<file path="config.mk">
export PLATFORM = sky130hd
export DESIGN_NAME = multi_crop_stream
export DESIGN_NICKNAME = d
export VERILOG_FILES = /design/src/rtl/multi_crop_stream_pkg.sv /design/src/rtl/multi_crop_stream_fifo.sv /design/src/rtl/multi_crop_stream.sv
export SDC_FILE = /design/constraint.sdc
export NUM_CORES = 1
export LEC_CHECK = 0
export CAP_MARGIN = 30
export CORE_MARGIN = 5
export CORE_UTILIZATION = 62
export DETAILED_ROUTE_END_ITERATION = 7
export PLACE_DENSITY = 0.8
export SKIP_CTS_REPAIR_TIMING = 1
export SYNTH_ARGS = -nofsm -noshare
export SYNTH_HDL_FRONTEND = slang
export SYNTH_HIERARCHICAL = 1
export SYNTH_SLANG_ARGS = --single-unit
</file>
<file path="constraint.sdc">
create_clock -name ap_clk -period 6.4 [get_ports ap_clk]
set_clock_uncertainty 0.15 [all_clocks]
set_input_delay 1.92 -clock ap_clk [delete_from_list [all_inputs] [get_ports ap_clk]]
set_output_delay 1.92 -clock ap_clk [all_outputs]
set_load 0.1 [all_outputs]
</file>
<file path="src/rtl/multi_crop_stream_pkg.sv">
// crop_pkg: shared types and coordinate helpers for multi_crop_stream.
// Coordinates are carried internally at CW bits regardless of the port widths.
package crop_pkg;
    localparam int CW = 16;
    typedef enum logic [2:0] {IDLE, LOAD, STREAM, DRAIN, DONE} state_t;
    typedef logic [15:0] pixel_t;
    typedef struct packed {
        logic [CW-1:0] row;
        logic [CW-1:0] col;
    } coord_t;
    function automatic logic over_limit(input logic [CW-1:0] v, input logic [CW-1:0] lim);
        return v > lim;
    endfunction
    function automatic logic [CW-1:0] clamp(input logic [CW-1:0] v, input logic [CW-1:0] lim);
        return (v > lim) ? lim : v;
    endfunction
endpackage

</file>
<file path="src/rtl/multi_crop_stream_fifo.sv">
// crop_chan_fifo: per-channel synchronous FIFO; accepts a push while full if a pop
// happens in the same cycle, and presents the head entry from registers.
module crop_chan_fifo #(
    parameter int W     = 17,
    parameter int DEPTH = 16
) (
    input  logic         i_clk,
    input  logic         i_rst_n,
    input  logic         i_push,
    input  logic [W-1:0] i_data,
    output logic         o_ready,
    output logic         o_valid,
    output logic [W-1:0] o_data,
    input  logic         i_ready
);
    localparam int AW = $clog2(DEPTH);
    logic [W-1:0] r_mem [DEPTH];
    logic [AW:0]  r_wp, r_rp;
    logic         w_empty, w_full, w_pop, w_push;

    assign w_empty = r_wp == r_rp;
    assign w_full  = (r_wp[AW] != r_rp[AW]) && (r_wp[AW-1:0] == r_rp[AW-1:0]);
    assign w_pop   = !w_empty && i_ready;
    assign o_ready = !w_full || w_pop;
    assign w_push  = i_push && o_ready;
    assign o_valid = !w_empty;
    assign o_data  = r_mem[r_rp[AW-1:0]];

    always_ff @(posedge i_clk or negedge i_rst_n) begin
        if (!i_rst_n) begin
            r_wp <= '0;
            r_rp <= '0;
        end else begin
            if (w_push) r_wp <= r_wp + (AW+1)'(1);
            if (w_pop)  r_rp <= r_rp + (AW+1)'(1);
        end
    end

    always_ff @(posedge i_clk) begin
        if (w_push) r_mem[r_wp[AW-1:0]] <= i_data;
    end
endmodule

</file>
<file path="src/rtl/multi_crop_stream.sv">
// multi_crop_stream: one-pass extraction of NUM_CROPS windows from a raster frame.
// Optional CROP_CLAMP_EN clamps out-of-range crop origins instead of muting the channel.
module multi_crop_stream
    import crop_pkg::*;
#(
    parameter int PIXEL_BIT_WIDTH  = 16,
    parameter int IN_ROWS          = 100,
    parameter int IN_COLS          = 160,
    parameter int OUT_ROWS         = 48,
    parameter int OUT_COLS         = 48,
    parameter int IMG_ROW_BITWIDTH = 10,
    parameter int IMG_COL_BITWIDTH = 10,
    parameter int NUM_CROPS        = 2,
    parameter int FIFO_DEPTH       = 16
) (
    input  logic                                     ap_clk,
    input  logic                                     ap_rst_n,
    input  logic                                     ap_start,
    output logic                                     ap_done,
    output logic                                     ap_ready,
    output logic                                     ap_idle,
    input  logic [IMG_ROW_BITWIDTH+IMG_COL_BITWIDTH-1:0] crop_coord_TDATA,
    input  logic                                     crop_coord_TVALID,
    output logic                                     crop_coord_TREADY,
    input  logic [PIXEL_BIT_WIDTH-1:0]               crop_input_TDATA,
    input  logic                                     crop_input_TVALID,
    output logic                                     crop_input_TREADY,
    output logic [NUM_CROPS*PIXEL_BIT_WIDTH-1:0]     crop_out_TDATA,
    output logic [NUM_CROPS-1:0]                     crop_out_TVALID,
    output logic [NUM_CROPS-1:0]                     crop_out_TLAST,
    input  logic [NUM_CROPS-1:0]                     crop_out_TREADY,
    output logic [NUM_CROPS-1:0]                     crop_err
);
    localparam int LW = $clog2(NUM_CROPS + 1);
    localparam int W  = PIXEL_BIT_WIDTH;
    localparam logic [CW-1:0] LIM_Y = CW'(IN_ROWS - OUT_ROWS);
    localparam logic [CW-1:0] LIM_X = CW'(IN_COLS - OUT_COLS);

    state_t               r_state;
    logic                 r_idle, r_done, r_cready;
    logic [LW-1:0]        r_ld;
    logic [CW-1:0]        r_row, r_col;
    coord_t               r_crd [NUM_CROPS];
    logic [NUM_CROPS-1:0] r_err;
    logic [NUM_CROPS-1:0] w_hit, w_last, w_fready;
    logic [CW-1:0]        w_y, w_x;
    logic                 w_accept, w_end;

    assign w_y = CW'(crop_coord_TDATA[IMG_ROW_BITWIDTH+IMG_COL_BITWIDTH-1 -: IMG_ROW_BITWIDTH]);
    assign w_x = CW'(crop_coord_TDATA[IMG_COL_BITWIDTH-1:0]);
    // Only channels that want the current pixel may hold the input back.
    assign crop_input_TREADY = (r_state == STREAM) && &(~w_hit | w_fready);
    assign w_accept = crop_input_TVALID && crop_input_TREADY;
    assign w_end    = (r_row == CW'(IN_ROWS - 1)) && (r_col == CW'(IN_COLS - 1));
    assign crop_coord_TREADY = r_cready;
    assign ap_done  = r_done;
    assign ap_ready = r_done;
    assign ap_idle  = r_idle;
    assign crop_err = r_err;

    for (genvar k = 0; k < NUM_CROPS; k++) begin : g_ch
        logic [CW:0]  w_r, w_c, w_y0, w_x0, w_ye, w_xe;
        logic [W:0]   w_fdata;
        logic         w_en;
        assign w_r  = {1'b0, r_row};
        assign w_c  = {1'b0, r_col};
        assign w_y0 = {1'b0, r_crd[k].row};
        assign w_x0 = {1'b0, r_crd[k].col};
        assign w_ye = w_y0 + (CW+1)'(OUT_ROWS - 1);
        assign w_xe = w_x0 + (CW+1)'(OUT_COLS - 1);
`ifdef CROP_CLAMP_EN
        assign w_en = 1'b1;
`else
        assign w_en = !r_err[k];
`endif
        assign w_hit[k]  = w_en && (w_r >= w_y0) && (w_r <= w_ye) && (w_c >= w_x0) && (w_c <= w_xe);
        assign w_last[k] = (w_r == w_ye) && (w_c == w_xe);
        crop_chan_fifo #(.W(W + 1), .DEPTH(FIFO_DEPTH)) u_fifo (
            .i_clk   (ap_clk),
            .i_rst_n (ap_rst_n),
            .i_push  (w_accept && w_hit[k]),
            .i_data  ({w_last[k], crop_input_TDATA}),
            .o_ready (w_fready[k]),
            .o_valid (crop_out_TVALID[k]),
            .o_data  (w_fdata),
            .i_ready (crop_out_TREADY[k])
        );
        assign crop_out_TDATA[k*W +: W] = w_fdata[W-1:0];
        assign crop_out_TLAST[k] = crop_out_TVALID[k] && w_fdata[W];
    end

    always_ff @(posedge ap_clk or negedge ap_rst_n) begin
        if (!ap_rst_n) begin
            r_state  <= IDLE;
            r_idle   <= 1'b1;
            r_done   <= 1'b0;
            r_cready <= 1'b0;
            r_ld     <= '0;
            r_row    <= '0;
            r_col    <= '0;
            r_err    <= '0;
            for (int k = 0; k < NUM_CROPS; k++) r_crd[k] <= '0;
        end else begin
            case (r_state)
                IDLE: if (ap_start) begin
                    r_state  <= LOAD;
                    r_idle   <= 1'b0;
                    r_cready <= 1'b1;
                    r_ld     <= '0;
                    r_err    <= '0;
                end
                LOAD: if (crop_coord_TVALID) begin
                    for (int k = 0; k < NUM_CROPS; k++) begin
                        if (r_ld == LW'(k)) begin
`ifdef CROP_CLAMP_EN
                            r_crd[k] <= '{row: clamp(w_y, LIM_Y), col: clamp(w_x, LIM_X)};
`else
                            r_crd[k] <= '{row: w_y, col: w_x};
`endif
                            r_err[k] <= over_limit(w_y, LIM_Y) || over_limit(w_x, LIM_X);
                        end
                    end
                    r_ld <= r_ld + LW'(1);
                    if (r_ld == LW'(NUM_CROPS - 1)) begin
                        r_cready <= 1'b0;
                        r_state  <= STREAM;
                        r_row    <= '0;
                        r_col    <= '0;
                    end
                end
                STREAM: if (w_accept) begin
                    if (w_end) r_state <= DRAIN;
                    else if (r_col == CW'(IN_COLS - 1)) begin
                        r_col <= '0;
                        r_row <= r_row + CW'(1);
                    end else r_col <= r_col + CW'(1);
                end
                // The final pixel's push lands on the same edge that enters DRAIN.
                DRAIN: if (~|crop_out_TVALID) begin
                    r_state <= DONE;
                    r_done  <= 1'b1;
                end
                DONE: begin
                    r_done  <= 1'b0;
                    r_idle  <= 1'b1;
                    r_state <= IDLE;
                end
                default: r_state <= IDLE;
            endcase
        end
    end
endmodule
</file>
==> results.md <==
- By area the synthesized netlist is led by sky130_fd_sc_hd__edfxtp_1 (56%), sky130_fd_sc_hd__dfrtp_1 (8.7%), sky130_fd_sc_hd__mux4_2 (7.9%).
- The total count of hold-check failures in the final report is 0.
- The maximum number of pins on one net before global-route repair is 79.
- The sequential area share after synthesis is 0.651.
- Setup violations remaining at the end of the flow were counted as 0.
- At the later pin of the worst-skew pair, clock insertion delay measures 0.64 ns.
- The initial utilization of the core area, before any placement, comes to 0.624.
- The global routing met3 resource utilization is 0.0572.
- The maximum vdd drop is just over 0.6 mV.
- The max-cap violation count is 0.
- The tree built by TritonCTS fans out to around 650 sinks.
- The layout has roughly 3000 filler cells.
- Derived from the worst setup path, the maximum achievable clock frequency is roughly 160 MHz.
- STA classifies the critical path endpoint as an output port.
- Setup repair after global routing left no endpoint under its margin.
- STA puts the critical path data required time at approximately 4.3 ns.
- The horizontal die dimension is between 200 and 250 um.
- The number of different library cells in the post-synthesis netlist is between 70 and 80.
- The number of buffers created by CTS is approximately 60.
- After layout, the design draws a total of ~13 mW.
- The via count of the first global-routing pass was between 15000 and 20000.
- OpenSTA, run right after detailed placement, puts the worst setup slack at around 0.60 ns.
- 86 I/O pins were placed.
- The global-route total usage across every layer is 0.281.
- Of the total power, the clock network draws 0.268.
- In this run the power spent charging and discharging nets is around 5.2 mW.
- For this design the static power due to leakage is around 12 nW.
- The switching share of power is 0.392.
- The area occupied by registers is ~19000 sq um.
- During synthesis, Yosys emitted a total of 6 warnings.
- The register share of total power is 0.377.
- The setup path with the least slack is of type reg -> out.
- The routed wire length is 71800 um.
- The flow ran to the end, and the final reports show no timing, DRC or antenna violations.
- The total grt overflow is 0.
- Measured along the y axis, the die boundary spans 226 um.
- The net count of the finished layout is between 2000 and 2500.
- The net count after synthesis is 2022.
- The final worst-path setup slack is 0.195 ns.
- The post-detailed-route via-to-cell ratio is roughly 6.6.
- The share of total power in combinational logic is 0.356.
- The placed wire-length estimate is ~44000 um.
- The per-instance average area after synthesis is roughly 15 sq um.
- At the pin with the least slew margin, the transition time is 1.07 ns.
- The last weighted congestion value of the routability-driven placer is 0.885.
- In the routed design, unresolved DRC markers number 0.
- The power density of the placed cells is 407 nW/um^2.
- met2 is the most crowded layer.
- In this run the deepest clock path goes through 3 buffers.
- The repair_antennas step left the layout with diodes totalling 0.
- The prevailing post-synth register cell is sky130_fd_sc_hd__edfxtp_1.
- The area growth from synthesis to layout is 12.8%.
- The initial antenna violation count is 1.
- The number of standard cells after synthesis is 1877.
- After synthesis the cells add up to about 29000 sq um.
- The first detailed-routing pass ran for 5 iterations.
- Subtracting the final worst setup slack from the clock period gives between 6 and 7 ns.
- The remaining antenna violation count after routing is 0.
- The count of buffers added on input and output ports is 85.
- Of the post-synthesis cell area, the dominant cell type holds 0.563.
- The region available for standard cell placement spans between 40000 and 50000 sq um.
- The total die area is between 50000 and 60000 sq um.
- The fraction of met2 tracks used by global routing is 0.465.
- The final-report max-slew violation count is 0.
- In this run, the number of DRC markers left after iteration 0 of detailed routing was around 1900.
- After synthesis, the share of flip-flops with an asynchronous set or reset is 0.158.
- Summing all multi-input logic gate instances after layout gives between 9000 and 10000 sq um.
- The first global-routing pass estimated roughly 110000 um of wire.
- Of all nets on the critical path, the largest fanout is 3.
- The internal power component is a little over 8 mW.
- The flip-flop and latch count after synthesis is ~650.
- Dividing the final minimum period by the clock period gives 0.969.
- sky130_fd_sc_hd__edfxtp_1 takes more of the synthesized area than any other cell.
- The post-layout instance area is 32700 sq um.
- The layout cell share with drive strength beyond 1 is 0.167.
- The clock tree from TritonCTS is done.
- Once placement finished, the instance area stood at about 30000 sq um.
- The headroom to the max-slew limit is 0.270.
- The H-tree generated during clock tree synthesis spans 2 levels.
- The number of enable flip-flop cells after synthesis is around 540.
- The tightest min-delay check is of the reg -> reg type.
- For the worst setup path, the data arrival time is around 4.1 ns.
- In the final routed layout, each cell accounts on average for between 20 and 30 um.
- The overall via count from detail_route is 17686.
- In this run the core area contains 79 standard-cell rows.
- The clock slew seen by the registers of the worst setup and hold paths is ~0.06 ns.
- Clock tree synthesis selected as its root buffer the cell sky130_fd_sc_hd__clkbuf_16.
- The critical path launch point type is a flop.
- The global-route met1 utilization is 0.382.
-- synth_stat cells (all sizes together) (7+ instances only) --
cell	n
nand4	17
a32oi	35
nand3	37
a22oi	35
nand2	138
a21o	16
o21ai	89
o311ai	19
clkbuf	32
a21oi	38
nor2b	11
xor2	18
and3	31
ha	102
nor2	41
or4	7
and2	19
nand2b	8
or3	22
or2	7
a211o	7
a31oi	8
edfxtp	544
xnor2	38
dfrtp	101
mux2i	104
o211ai	33
buf	60
mux4	102
nor3	19
inv	62
nor4	9
-- cell type report --
class                           instances  area share
Clock buffer                           77      0.0485
Sequential cell                       646       0.578
Multi-Input combinational cell       1077       0.289
Inverter                               62     0.00711
Timing Repair Buffer                  154      0.0424
Clock inverter                         38      0.0116
Tap cell                              607      0.0232
-- worst max-delay path, stage by stage (launching register included) --
cell and delay [ns]:
sky130_fd_sc_hd__dfrtp_1 0.38, sky130_fd_sc_hd__inv_1 0.09, sky130_fd_sc_hd__ha_1 0.23, sky130_fd_sc_hd__nand3_1 0.13, sky130_fd_sc_hd__a21oi_1 0.14, sky130_fd_sc_hd__or4_1 0.51, sky130_fd_sc_hd__ha_1 0.31, sky130_fd_sc_hd__nand3_1 0.10
sky130_fd_sc_hd__or4_1 0.56, sky130_fd_sc_hd__a311oi_1 0.46, sky130_fd_sc_hd__a32o_1 0.26, sky130_fd_sc_hd__nor2_1 0.10, sky130_fd_sc_hd__buf_12 0.24
-- power groups by stage --
stage	registers [mW]	clock network, mW	logic, mW
CTS	5.02	3.60	4.71
global placement	5.10	0	4.58
detailed placement	5.10	0	4.65
finish	5.01	3.56	4.73
global route	5.05	3.79	4.90
floorplan	4.78	0	3.77
-- per-layer routing --
metal / part of all wire / up-vias
met1: 0.37 / 8813
met2: 0.49 / 1022
met3: 0.10 / 168
met5: 0.00018 / -
li1: - / 7681
met4: 0.035 / 2
-- stage by stage --
stage | std cells | hold slack (ns) | setup TNS (ns) | util
floorplan | 1877 | 0.316 | 0 | -
CTS | 2660 | 0.389 | -0.0917 | 0.703
global placement | 2544 | 0.334 | 0 | 0.660
global route | 2661 | 0.415 | 0 | 0.704
finish | 2661 | 0.387 | 0 | 0.704
detailed placement | 2545 | 0.368 | 0 | 0.661
-- cell usage in the layout (no fill, tap or decap), types with 35 or more instances in the layout --
master / instances
sky130_fd_sc_hd__ha_1: 102
sky130_fd_sc_hd__nand2_1: 138
sky130_fd_sc_hd__edfxtp_1: 544
sky130_fd_sc_hd__nand3_1: 37
sky130_fd_sc_hd__mux2i_1: 104
sky130_fd_sc_hd__inv_1: 62
sky130_fd_sc_hd__clkbuf_16: 61
sky130_fd_sc_hd__a32oi_1: 35
sky130_fd_sc_hd__buf_4: 98
sky130_fd_sc_hd__nor2_1: 38
sky130_fd_sc_hd__a21oi_1: 35
sky130_fd_sc_hd__mux4_2: 102
sky130_fd_sc_hd__dfrtp_1: 96
sky130_fd_sc_hd__a22oi_1: 35
sky130_fd_sc_hd__clkdlybuf4s50_1: 47
sky130_fd_sc_hd__o21ai_0: 82
sky130_fd_sc_hd__xnor2_1: 36
-- flip-flops by register name, indices dropped and copies added (netlist names), 3 cells and up --
register / flops
g_ch.u_fifo/r_rp: 10
g_ch.w_x0: 20
r_col: 16
r_state: 3
g_ch.u_fifo/r_wp: 10
g_ch.u_fifo/r_mem: 544
r_row: 16
g_ch.w_y0: 20
-- final timing paths --
check                             startpoint                      endpoint  slack (ns)  cells past startpoint
min in group asynchronous           ap_rst_n               g_ch[0].w_x0[0]        0.92                      1
max reg2reg                  g_ch[0].w_x0[0]  g_ch[0].u_fifo/r_mem[11][15]        0.89                     18
max                          g_ch[1].w_x0[0]             crop_input_TREADY        0.20                     12
max in group asynchronous           ap_rst_n               g_ch[0].w_y0[2]        4.52                      2
min reg2reg                crop_coord_TREADY             crop_coord_TREADY        0.39                      2
min                        crop_coord_TREADY             crop_coord_TREADY        0.39                      2
-- logic make-up after synthesis --
group                    count (synthesis)  synth area share
flip-flops                             646             0.651
AND/OR/NAND/NOR                        379            0.0660
AO/OA/AOI/OAI                          330            0.0800
multiplexers                           210             0.117
buffers and inverters                  154            0.0244
adder cells (fa/ha/maj)                102            0.0440
XOR/XNOR                                56            0.0174
No activity file was read; power rests on OpenSTA's default activity.
